--- config.mk ---
export PLATFORM = sky130hd
export DESIGN_NAME = prog_loader_arbiter_flat
export DESIGN_NICKNAME = d
export VERILOG_FILES = /design/src/rtl/prog_loader_arbiter_if.sv /design/src/rtl/prog_loader_arbiter.sv /design/src/flat_wrapper.sv
export SDC_FILE = /design/constraint.sdc
export NUM_CORES = 1
export LEC_CHECK = 0
export ABC_AREA = 1
export BUFFER_PORTS_ARGS = -buffer_cell sky130_fd_sc_hd__clkbuf_2
export CAP_MARGIN = 0
export CELL_PAD_IN_SITES_DETAIL_PLACEMENT = 1
export CELL_PAD_IN_SITES_GLOBAL_PLACEMENT = 1
export CORE_ASPECT_RATIO = 1.5
export CORE_MARGIN = 2
export CORE_UTILIZATION = 35
export CTS_CLUSTER_DIAMETER = 120
export DETAILED_ROUTE_END_ITERATION = 12
export MAX_ROUTING_LAYER = met4
export PLACE_DENSITY_LB_ADDON = 0.1
export SYNTH_ARGS = -nofsm -noshare
export SYNTH_HDL_FRONTEND = slang
export SYNTH_SLANG_ARGS = --single-unit
--- constraint.sdc ---
create_clock -name clk -period 3.2 [get_ports clk]
set_input_delay 0.48 -clock clk [delete_from_list [all_inputs] [get_ports clk]]
set_output_delay 0.48 -clock clk [all_outputs]
set_load 0.01 [all_outputs]
--- src/rtl/prog_loader_arbiter_if.sv ---
// Byte stream from the UART receiver into the program loader.
// The receiver side uses the master modport, the loader the slave modport.
interface prog_loader_arbiter_if;
  logic [7:0] rx_data;
  logic       rx_valid;
  logic       rx_ready;

  modport master (
    output rx_data,
    output rx_valid,
    input  rx_ready
  );

  modport slave (
    input  rx_data,
    input  rx_valid,
    output rx_ready
  );
endinterface

--- src/rtl/prog_loader_arbiter.sv ---
// Program memory owner for the Brainfuck CPU.
// After reset (or an '@' command) the whole program RAM is cleared to NOP,
// then ASCII program text from the UART is translated to 4-bit opcodes and
// written sequentially until the terminator arrives. Afterwards the RAM port
// is handed to the CPU combinationally and the CPU is released from RESTART.
// Optional macro BRACKET_CHECK_EN: track '[' / ']' nesting during a load and
// park in a FAULT state instead of running an unbalanced program.
module prog_loader_arbiter #(
  parameter int         MEM_DEPTH  = 1024,
  parameter logic [7:0] TERM_CHAR  = 8'h21,
  parameter logic [7:0] START_CHAR = 8'h40,
  localparam int        AW         = $clog2(MEM_DEPTH)
) (
  input  logic                 clk,
  input  logic                 rst,
  prog_loader_arbiter_if.slave rx,
  input  logic [AW-1:0]        cpu_prog_address,
  input  logic [3:0]           cpu_prog_data,
  input  logic                 cpu_prog_wren,
  input  logic                 cpu_prog_rden,
  output logic [AW-1:0]        prog_address_sig,
  output logic [3:0]           prog_data_sig,
  output logic                 prog_wren_sig,
  output logic                 prog_rden_sig,
  output logic                 cpu_hold,
  output logic                 load_done,
  output logic                 load_error,
  output logic [AW-1:0]        prog_length
);

  // The top address is never loaded: the CPU halts when its pc reaches it,
  // so it must always hold a NOP.
  localparam logic [AW-1:0] LAST_ADDR = AW'(MEM_DEPTH - 1);
  localparam logic [3:0]    OP_NOP    = 4'd0;

`ifdef BRACKET_CHECK_EN
  localparam logic [3:0] OP_LOOP_OPEN  = 4'd7;
  localparam logic [3:0] OP_LOOP_CLOSE = 4'd8;

  typedef enum logic [1:0] {
    ST_CLEAR = 2'd0,
    ST_LOAD  = 2'd1,
    ST_RUN   = 2'd2,
    ST_FAULT = 2'd3
  } state_t;
`else
  typedef enum logic [1:0] {
    ST_CLEAR = 2'd0,
    ST_LOAD  = 2'd1,
    ST_RUN   = 2'd2
  } state_t;
`endif

  state_t state_reg;
  state_t state_next;

  // Registered Moore outputs
  logic rx_ready_reg;
  logic rx_ready_next;
  logic cpu_hold_reg;
  logic cpu_hold_next;
  logic load_done_reg;
  logic load_done_next;

  // Loader-side RAM write port and load bookkeeping
  logic [AW-1:0] addr_cnt_reg;
  logic [AW-1:0] wr_addr_reg;
  logic [3:0]    wr_data_reg;
  logic          wr_en_reg;
  logic          load_error_reg;
  logic [AW-1:0] prog_length_reg;
`ifdef BRACKET_CHECK_EN
  logic [9:0]    depth_reg;
`endif

  logic       accept;
  logic       is_term;
  logic       is_start;
  logic       op_valid;
  logic [3:0] op_code;
  logic       clear_done;
  logic       enter_clear;

  assign accept      = rx.rx_valid & rx_ready_reg;
  assign is_term     = accept & (rx.rx_data == TERM_CHAR);
  assign is_start    = accept & (rx.rx_data == START_CHAR);
  // The write of the top address is on the bus: the sweep is complete.
  assign clear_done  = wr_en_reg & (wr_addr_reg == LAST_ADDR);
  assign enter_clear = (state_next == ST_CLEAR) & (state_reg != ST_CLEAR);

  assign rx.rx_ready = rx_ready_reg;
  assign cpu_hold    = cpu_hold_reg;
  assign load_done   = load_done_reg;
  assign load_error  = load_error_reg;
  assign prog_length = prog_length_reg;

  // Translate the incoming ASCII character into an opcode
  always_comb begin
    op_code  = OP_NOP;
    op_valid = 1'b1;
    case (rx.rx_data)
      8'h3E:   op_code = 4'd1;  // '>'
      8'h3C:   op_code = 4'd2;  // '<'
      8'h2B:   op_code = 4'd3;  // '+'
      8'h2D:   op_code = 4'd4;  // '-'
      8'h2E:   op_code = 4'd5;  // '.'
      8'h2C:   op_code = 4'd6;  // ','
      8'h5B:   op_code = 4'd7;  // '['
      8'h5D:   op_code = 4'd8;  // ']'
      default: op_valid = 1'b0;
    endcase
  end

  // State register and registered outputs
  always_ff @(posedge clk or negedge rst) begin
    if (!rst) begin
      state_reg     <= ST_CLEAR;
      rx_ready_reg  <= 1'b0;
      cpu_hold_reg  <= 1'b1;
      load_done_reg <= 1'b0;
    end else begin
      state_reg     <= state_next;
      rx_ready_reg  <= rx_ready_next;
      cpu_hold_reg  <= cpu_hold_next;
      load_done_reg <= load_done_next;
    end
  end

  // Next-state selection
  always_comb begin
    state_next = state_reg;
    case (state_reg)
      ST_CLEAR: begin
        if (clear_done) state_next = ST_LOAD;
      end
      ST_LOAD: begin
        if (is_term) begin
`ifdef BRACKET_CHECK_EN
          if ((depth_reg != '0) || load_error_reg) state_next = ST_FAULT;
          else                                     state_next = ST_RUN;
`else
          state_next = ST_RUN;
`endif
        end
      end
      ST_RUN: begin
        if (is_start) state_next = ST_CLEAR;
      end
`ifdef BRACKET_CHECK_EN
      ST_FAULT: begin
        if (is_start) state_next = ST_CLEAR;
      end
`endif
      default: state_next = ST_CLEAR;
    endcase
  end

  // Output values for the state being entered, so they register with it
  always_comb begin
    rx_ready_next  = (state_next != ST_CLEAR);
    cpu_hold_next  = (state_next != ST_RUN);
    load_done_next = (state_next == ST_RUN);
  end

  // Clear sweep, opcode writes and load bookkeeping
  always_ff @(posedge clk or negedge rst) begin
    if (!rst) begin
      addr_cnt_reg    <= '0;
      wr_addr_reg     <= '0;
      wr_data_reg     <= OP_NOP;
      wr_en_reg       <= 1'b0;
      load_error_reg  <= 1'b0;
      prog_length_reg <= '0;
`ifdef BRACKET_CHECK_EN
      depth_reg       <= '0;
`endif
    end else begin
      // Every write is a single-cycle pulse unless re-armed below.
      wr_en_reg <= 1'b0;
      if (enter_clear) begin
        // The first clear write goes out together with the state change.
        wr_addr_reg    <= '0;
        wr_data_reg    <= OP_NOP;
        wr_en_reg      <= 1'b1;
        addr_cnt_reg   <= AW'(1);
        load_error_reg <= 1'b0;
`ifdef BRACKET_CHECK_EN
        depth_reg      <= '0;
`endif
      end else if (state_reg == ST_CLEAR) begin
        if (clear_done) begin
          addr_cnt_reg <= '0;
        end else begin
          wr_addr_reg  <= addr_cnt_reg;
          wr_data_reg  <= OP_NOP;
          wr_en_reg    <= 1'b1;
          addr_cnt_reg <= addr_cnt_reg + AW'(1);
        end
      end else if (state_reg == ST_LOAD) begin
        if (accept && op_valid) begin
          if (addr_cnt_reg == LAST_ADDR) begin
            load_error_reg <= 1'b1;
          end else begin
            wr_addr_reg  <= addr_cnt_reg;
            wr_data_reg  <= op_code;
            wr_en_reg    <= 1'b1;
            addr_cnt_reg <= addr_cnt_reg + AW'(1);
          end
`ifdef BRACKET_CHECK_EN
          if (op_code == OP_LOOP_OPEN) begin
            if (depth_reg != '1) depth_reg <= depth_reg + 10'd1;
          end else if (op_code == OP_LOOP_CLOSE) begin
            if (depth_reg == '0) load_error_reg <= 1'b1;
            else                 depth_reg      <= depth_reg - 10'd1;
          end
`endif
        end else if (is_term) begin
          prog_length_reg <= addr_cnt_reg;
        end
      end
    end
  end

  // RAM port mux: CPU passthrough only while running, loader otherwise
  always_comb begin
    if (state_reg == ST_RUN) begin
      prog_address_sig = cpu_prog_address;
      prog_data_sig    = cpu_prog_data;
      prog_wren_sig    = cpu_prog_wren;
      prog_rden_sig    = cpu_prog_rden;
    end else begin
      prog_address_sig = wr_addr_reg;
      prog_data_sig    = wr_data_reg;
      prog_wren_sig    = wr_en_reg;
      prog_rden_sig    = 1'b0;
    end
  end

endmodule

--- src/flat_wrapper.sv ---
// flat-port wrapper written by rule: the top's interface ports become plain ports
module prog_loader_arbiter_flat 
#(
  parameter int         MEM_DEPTH  = 1024,
  parameter logic [7:0] TERM_CHAR  = 8'h21,
  parameter logic [7:0] START_CHAR = 8'h40,
  localparam int        AW         = $clog2(MEM_DEPTH)
)
  (clk, rst, cpu_prog_address, cpu_prog_data, cpu_prog_wren, cpu_prog_rden, prog_address_sig, prog_data_sig, prog_wren_sig, prog_rden_sig, cpu_hold, load_done, load_error, prog_length, rx_rx_data, rx_rx_valid, rx_rx_ready);
  prog_loader_arbiter_if rx_i ();
  input  logic clk;
  input  logic rst;
  input  logic [AW-1:0] cpu_prog_address;
  input  logic [3:0] cpu_prog_data;
  input  logic cpu_prog_wren;
  input  logic cpu_prog_rden;
  output logic [AW-1:0] prog_address_sig;
  output logic [3:0] prog_data_sig;
  output logic prog_wren_sig;
  output logic prog_rden_sig;
  output logic cpu_hold;
  output logic load_done;
  output logic load_error;
  output logic [AW-1:0] prog_length;
  input wire logic [$bits(rx_i.rx_data)-1:0] rx_rx_data;
  input wire logic [$bits(rx_i.rx_valid)-1:0] rx_rx_valid;
  output wire logic [$bits(rx_i.rx_ready)-1:0] rx_rx_ready;
  assign rx_i.rx_data = rx_rx_data;
  assign rx_i.rx_valid = rx_rx_valid;
  assign rx_rx_ready = rx_i.rx_ready;
  prog_loader_arbiter #(.MEM_DEPTH(MEM_DEPTH), .TERM_CHAR(TERM_CHAR), .START_CHAR(START_CHAR)) u_core (.clk(clk), .rst(rst), .rx(rx_i), .cpu_prog_address(cpu_prog_address), .cpu_prog_data(cpu_prog_data), .cpu_prog_wren(cpu_prog_wren), .cpu_prog_rden(cpu_prog_rden), .prog_address_sig(prog_address_sig), .prog_data_sig(prog_data_sig), .prog_wren_sig(prog_wren_sig), .prog_rden_sig(prog_rden_sig), .cpu_hold(cpu_hold), .load_done(load_done), .load_error(load_error), .prog_length(prog_length));
endmodule
* Yosys cells after proc, flatten, opt, wreduce, memory -nomap -nowiden
Index checks and enable logic that the tools add are counted.
** Word-level totals
- Bits in registers :: 41
- Input port bits :: 27
- Output and inout port bits :: 30
- Logic and storage cells :: 92
** Cells by class
- Add/sub/neg operators :: 1
- Equality and inequality tests :: 19
- Muxes and demuxes :: 39
- Bitwise logic cells :: 8
- Reduce and logical (&&, ||, !) cells :: 15
** Operator list (count)
- $mux W10 :: 13
- $eq A8 B6 Y1 const B :: 7
- $pmux W4 S8 :: 1
- $mux W4 :: 7
- $eq A8 B7 Y1 const B :: 3
- $eq A10 B10 Y1 const B :: 2
- $mux W1 :: 14
- $add A10 B1 Y10 const B :: 1
- $reduce_bool A2 Y1 :: 5
- $reduce_and A4 Y1 :: 2
- $reduce_or A8 Y1 :: 1
- $mux W2 :: 3
- $pmux W2 S3 :: 1
- $reduce_bool A3 Y1 :: 2
- $and A1 B1 Y1 :: 5
- $reduce_and A5 Y1 :: 1
- $eq A2 B2 Y1 const B :: 2
- $logic_not A2 Y1 :: 2
- $ne A3 B1 Y1 const B :: 1
- $ne A3 B3 Y1 const B :: 1
- $not A1 Y1 :: 3
- $reduce_and A3 Y1 :: 1
- $eq A2 B1 Y1 const B :: 1
- $ne A2 B1 Y1 const B :: 1
- other kinds (2) :: 2

* Longest topological paths before layout
- Depth in word-level cells :: 8
- Gate-level depth with buffers :: 13

* Worst setup path before layout
OpenSTA, ideal clock, no wires.
- Path type :: register -> output
- Start point :: register u_core.state_reg[1]
- End point :: output port prog_address_sig[0]
- Arrival time :: 1.163 ns
- Path slack :: 1.557 ns
- Cell stages (with the launch flop) :: 7
- Buffers on the path :: 1
- Path through :: dfrtp_1 > inv_2 > nor2_8 > inv_2 > clkbuf_1 > nand2_1 > nand2_1
** Between the ends
- Longest elaborated chain between the ends :: 2
** Ends and longest elaborated chain
- start: declaration :: RTL line prog_loader_arbiter.sv:54 : state_t state_reg;
- start signal: assignment :: RTL line prog_loader_arbiter.sv:122 : state_reg <= state_next;
- $eq A2 B2 Y1 :: RTL line prog_loader_arbiter.sv:226 : if (state_reg == ST_RUN) begin
- $mux W10 :: RTL line prog_loader_arbiter.sv:226
- end: declaration :: RTL line flat_wrapper.sv:17 : output logic [AW-1:0] prog_address_sig;
Every way passes these cells.

* Worst setup path in the final report
- Start point :: register u_core.state_reg[1]
- End point :: output port prog_address_sig[7]
Same word-level chain as after synthesis.

==> results_dict.tcl <==
set metrics [dict create \
    drt-pass1-iter-count 4 \
    synth-edff-count 0 \
    num_io_pins 57 \
    grt_max_degree 42 \
    place_hpwl_mm 5.52 \
    core_area_um2 7230 \
    dp_cells 516 \
    rsz0062_at_grt "false" \
    overflow 0 \
    tritoncts "done" \
    required_ns 2.72 \
    crit_end "prog_address_sig[7]" \
    yosys_most_used_dff "dfrtp_1" \
    path_buf_inv 3 \
    ant_nets 0 \
    area_delta_synth_final_pct 16.7 \
    fillers 984 \
    critical_path_class "register to output port" \
    synth-seq-cells 41 \
    r2r_cells 9 \
    drv_slew 0 \
    portBuffers 56 \
    avgSynthCellArea_um2 7.00 \
    r2r_start "u_core.rx.rx_ready" \
    cp.depth 6 \
    leakagePower_nw 1.65 \
    clk_path_buf_depth 2 \
    final_cells 524 \
    stdcell_area_um2 3040 \
    cts_made_buffers 5 \
    rows 38 \
    synth_cells 372 \
    drive_gt1_share_pct 22.2 \
    seq_area_frac_synth_pct 39.5 \
    power.density_nw_per_um2 604 \
    critPathLaunchType "register" \
    crit_start "u_core.state_reg[1]" \
    hold_viol 0 \
    whs_ns 0.340 \
    path_clk_slew_ns 0.09 \
    die_y_um 110 \
    vias_per_cell 4.78 \
    path_delay_family "flip-flops" \
    rrSetupSlack_ns 1.25 \
    min_period_ns 2.09 \
    ys_warn_count 0 \
    ctsResizeCount 0 \
    yosys.area.top_type_share_pct 38.5 \
    synth_nets 400 \
    vias 2505 \
    cts.sinks 41 \
    power.total_mw 1.84 \
    crit_path_cell_trace "inv_2, nor2_8, inv_2, nand2_1, nand2_1, clkbuf_2" \
    relSlewSlack_pct 30.3 \
    htree_levels 2 \
    place_area_um2 2920 \
    skew_ns 0.0106 \
    setup_viol 0 \
    antenna_found_initial 0 \
    critPathMaxFanout 19 \
    die_w_um 74.4 \
    yosysTopAreaCell "dfrtp_1" \
    fin_nets 451 \
    postCtsSetupBuffers 0 \
    ir_worst_vdd_mv 0.377 \
    fp.dieArea_um2 8160 \
    cp-end-kind "output port" \
    hold_path.class "primary input to async pin" \
    rr_endpoint "u_core.addr_cnt_reg[7]" \
    fin_setup_tns_ns 0 \
    critPathSlowestCell "dfrtp_1" \
    synth_area_leaders "dfrtp_1 38%, nand2_1 19%, nor2_1 6.9%" \
    start_util_pct 36.0 \
    cts_hold_buf 0 \
    finalWeightedCongestion 0.797 \
    antenna_cells 0 \
    grt_pass1_vias 2679 \
    grtUsageTotal_pct 20.4 \
    tightest_slew_ns 1.05 \
    status "complete, no violations" \
    max_cap_violations 0 \
    drtIter0Drc 65 \
    max_freq_mhz 479 \
    arrival_ns 1.61 \
    cp_slowest_stage_delay_ns 0.44 \
    synth_cell_types 31 \
    avgRoutedWirePerCell_um 13.9 \
    clkLatencyLatePin_ns 0.31 \
    grt_pass1_wl_mm 12.5 \
    finalWirelength_mm 7.28 \
    cts_root_buffer "clkbuf_8" \
    min_period_over_period_pct 65.3 \
    syn_area_um2 2600 \
    drcViolationCount 0 \
    async_reset_ff_share_pct 100 \
]
## synthesized netlist by cell type (4+ instances only)
master,count
xor2_1,7
inv_2,6
nand2_1,133
inv_1,30
nand3_1,25
nor2_1,48
dfrtp_1,40
nand4_1,8
o21ai_0,17
nor3_1,5
o21ai_1,8
nand2_2,12
o21bai_1,4
## area by class of cell
class | count | area [µm²] | area share [%]
clock inverters | 2 | 37.5 | 1.24
flip-flops and latches | 41 | 1030 | 33.8
inverters | 36 | 135 | 4.45
clock buffers | 6 | 82.6 | 2.72
repair buffers | 56 | 280 | 9.23
multi-input cells | 283 | 1350 | 44.4
well taps | 100 | 125 | 4.12
## report_power, final
| part | switching (mW) | internal [mW] |
|---|---|---|
| combinational | 0.386 | 0.229 |
| sequential | 0.137 | 0.635 |
| clock | 0.194 | 0.254 |
| total | 0.717 | 1.12 |
## worst min-delay path by stage
| stage | to | slack (ns) | depth (start not counted) |
|---|---|---|---|
| 2_1_floorplan | u_core.addr_cnt_reg[0] | 0.18 | 0 |
| 3_3_place_gp | u_core.wr_data_reg[0] | 0.46 | 2 |
| 3_5_place_dp | u_core.wr_data_reg[2] | 0.47 | 2 |
| 4_1_cts | u_core.addr_cnt_reg[7] | 0.38 | 1 |
| 5_1_grt | u_core.prog_length[6] | 0.43 | 1 |
| 6_report | u_core.prog_length[6] | 0.34 | 1 |
## stage by stage
| stage | utilization (%) | setup WS, ns |
|---|---|---|
| 2_1_floorplan | - | 1.56 |
| 3_3_place_gp | 40.4 | 1.06 |
| 3_5_place_dp | 40.4 | 1.03 |
| 4_1_cts | 42.0 | 1.07 |
| 5_1_grt | 42.0 | 0.961 |
| 6_report | 42.0 | 1.11 |
## worst reg2reg max path, stage by stage, from the launching register on
cell and delay (ns):
dfrtp_1 0.36, nand2_1 0.09, inv_1 0.14, nand3_1 0.09
nor2_1 0.16, o21ai_0 0.16, inv_1 0.54, nor2_1 0.12
nand3_1 0.11, nand2_1 0.07
## layer usage
layer / part of all wire, % / vias to the layer above / wire length [µm] / track usage (%)
met3: 2.9 / 16 / 211 / 3.30
met4: 2.2 / 0 / 160 / 7.27
li1: - / 1259 / - / -
met1: 40 / 1188 / 2950 / 22.4
met5: 0 / - / 0 / -
met2: 54 / 42 / 3960 / 36.7
## cell families (layout without fill, tap and decap cells)
family,count (synthesis),in the layout,share of synthesized area (%)
buf+inv,48,100,8.65
flops,41,41,39.5
compound gates,32,32,6.54
simple gates,241,241,41.3
fa+ha+maj,1,1,0.481
xor+xnor,7,7,2.36
mux,2,2,1.25
## layout by cell type (no fill, tap or decap), types with 3 or more instances in the layout
| cell type | n |
|---|---|
| dfrtp_1 | 40 |
| nor2_1 | 48 |
| o21ai_1 | 8 |
| clkbuf_2 | 56 |
| nor3_1 | 5 |
| inv_1 | 30 |
| nand4_1 | 8 |
| o21bai_1 | 4 |
| nand2_2 | 12 |
| nand2_1 | 133 |
| o21ai_0 | 17 |
| nand3_1 | 25 |
| a21oi_1 | 3 |
| clkbuf_8 | 6 |
| xor2_1 | 7 |
| inv_2 | 6 |
Note: power is estimated with default switching activity, not from simulation.
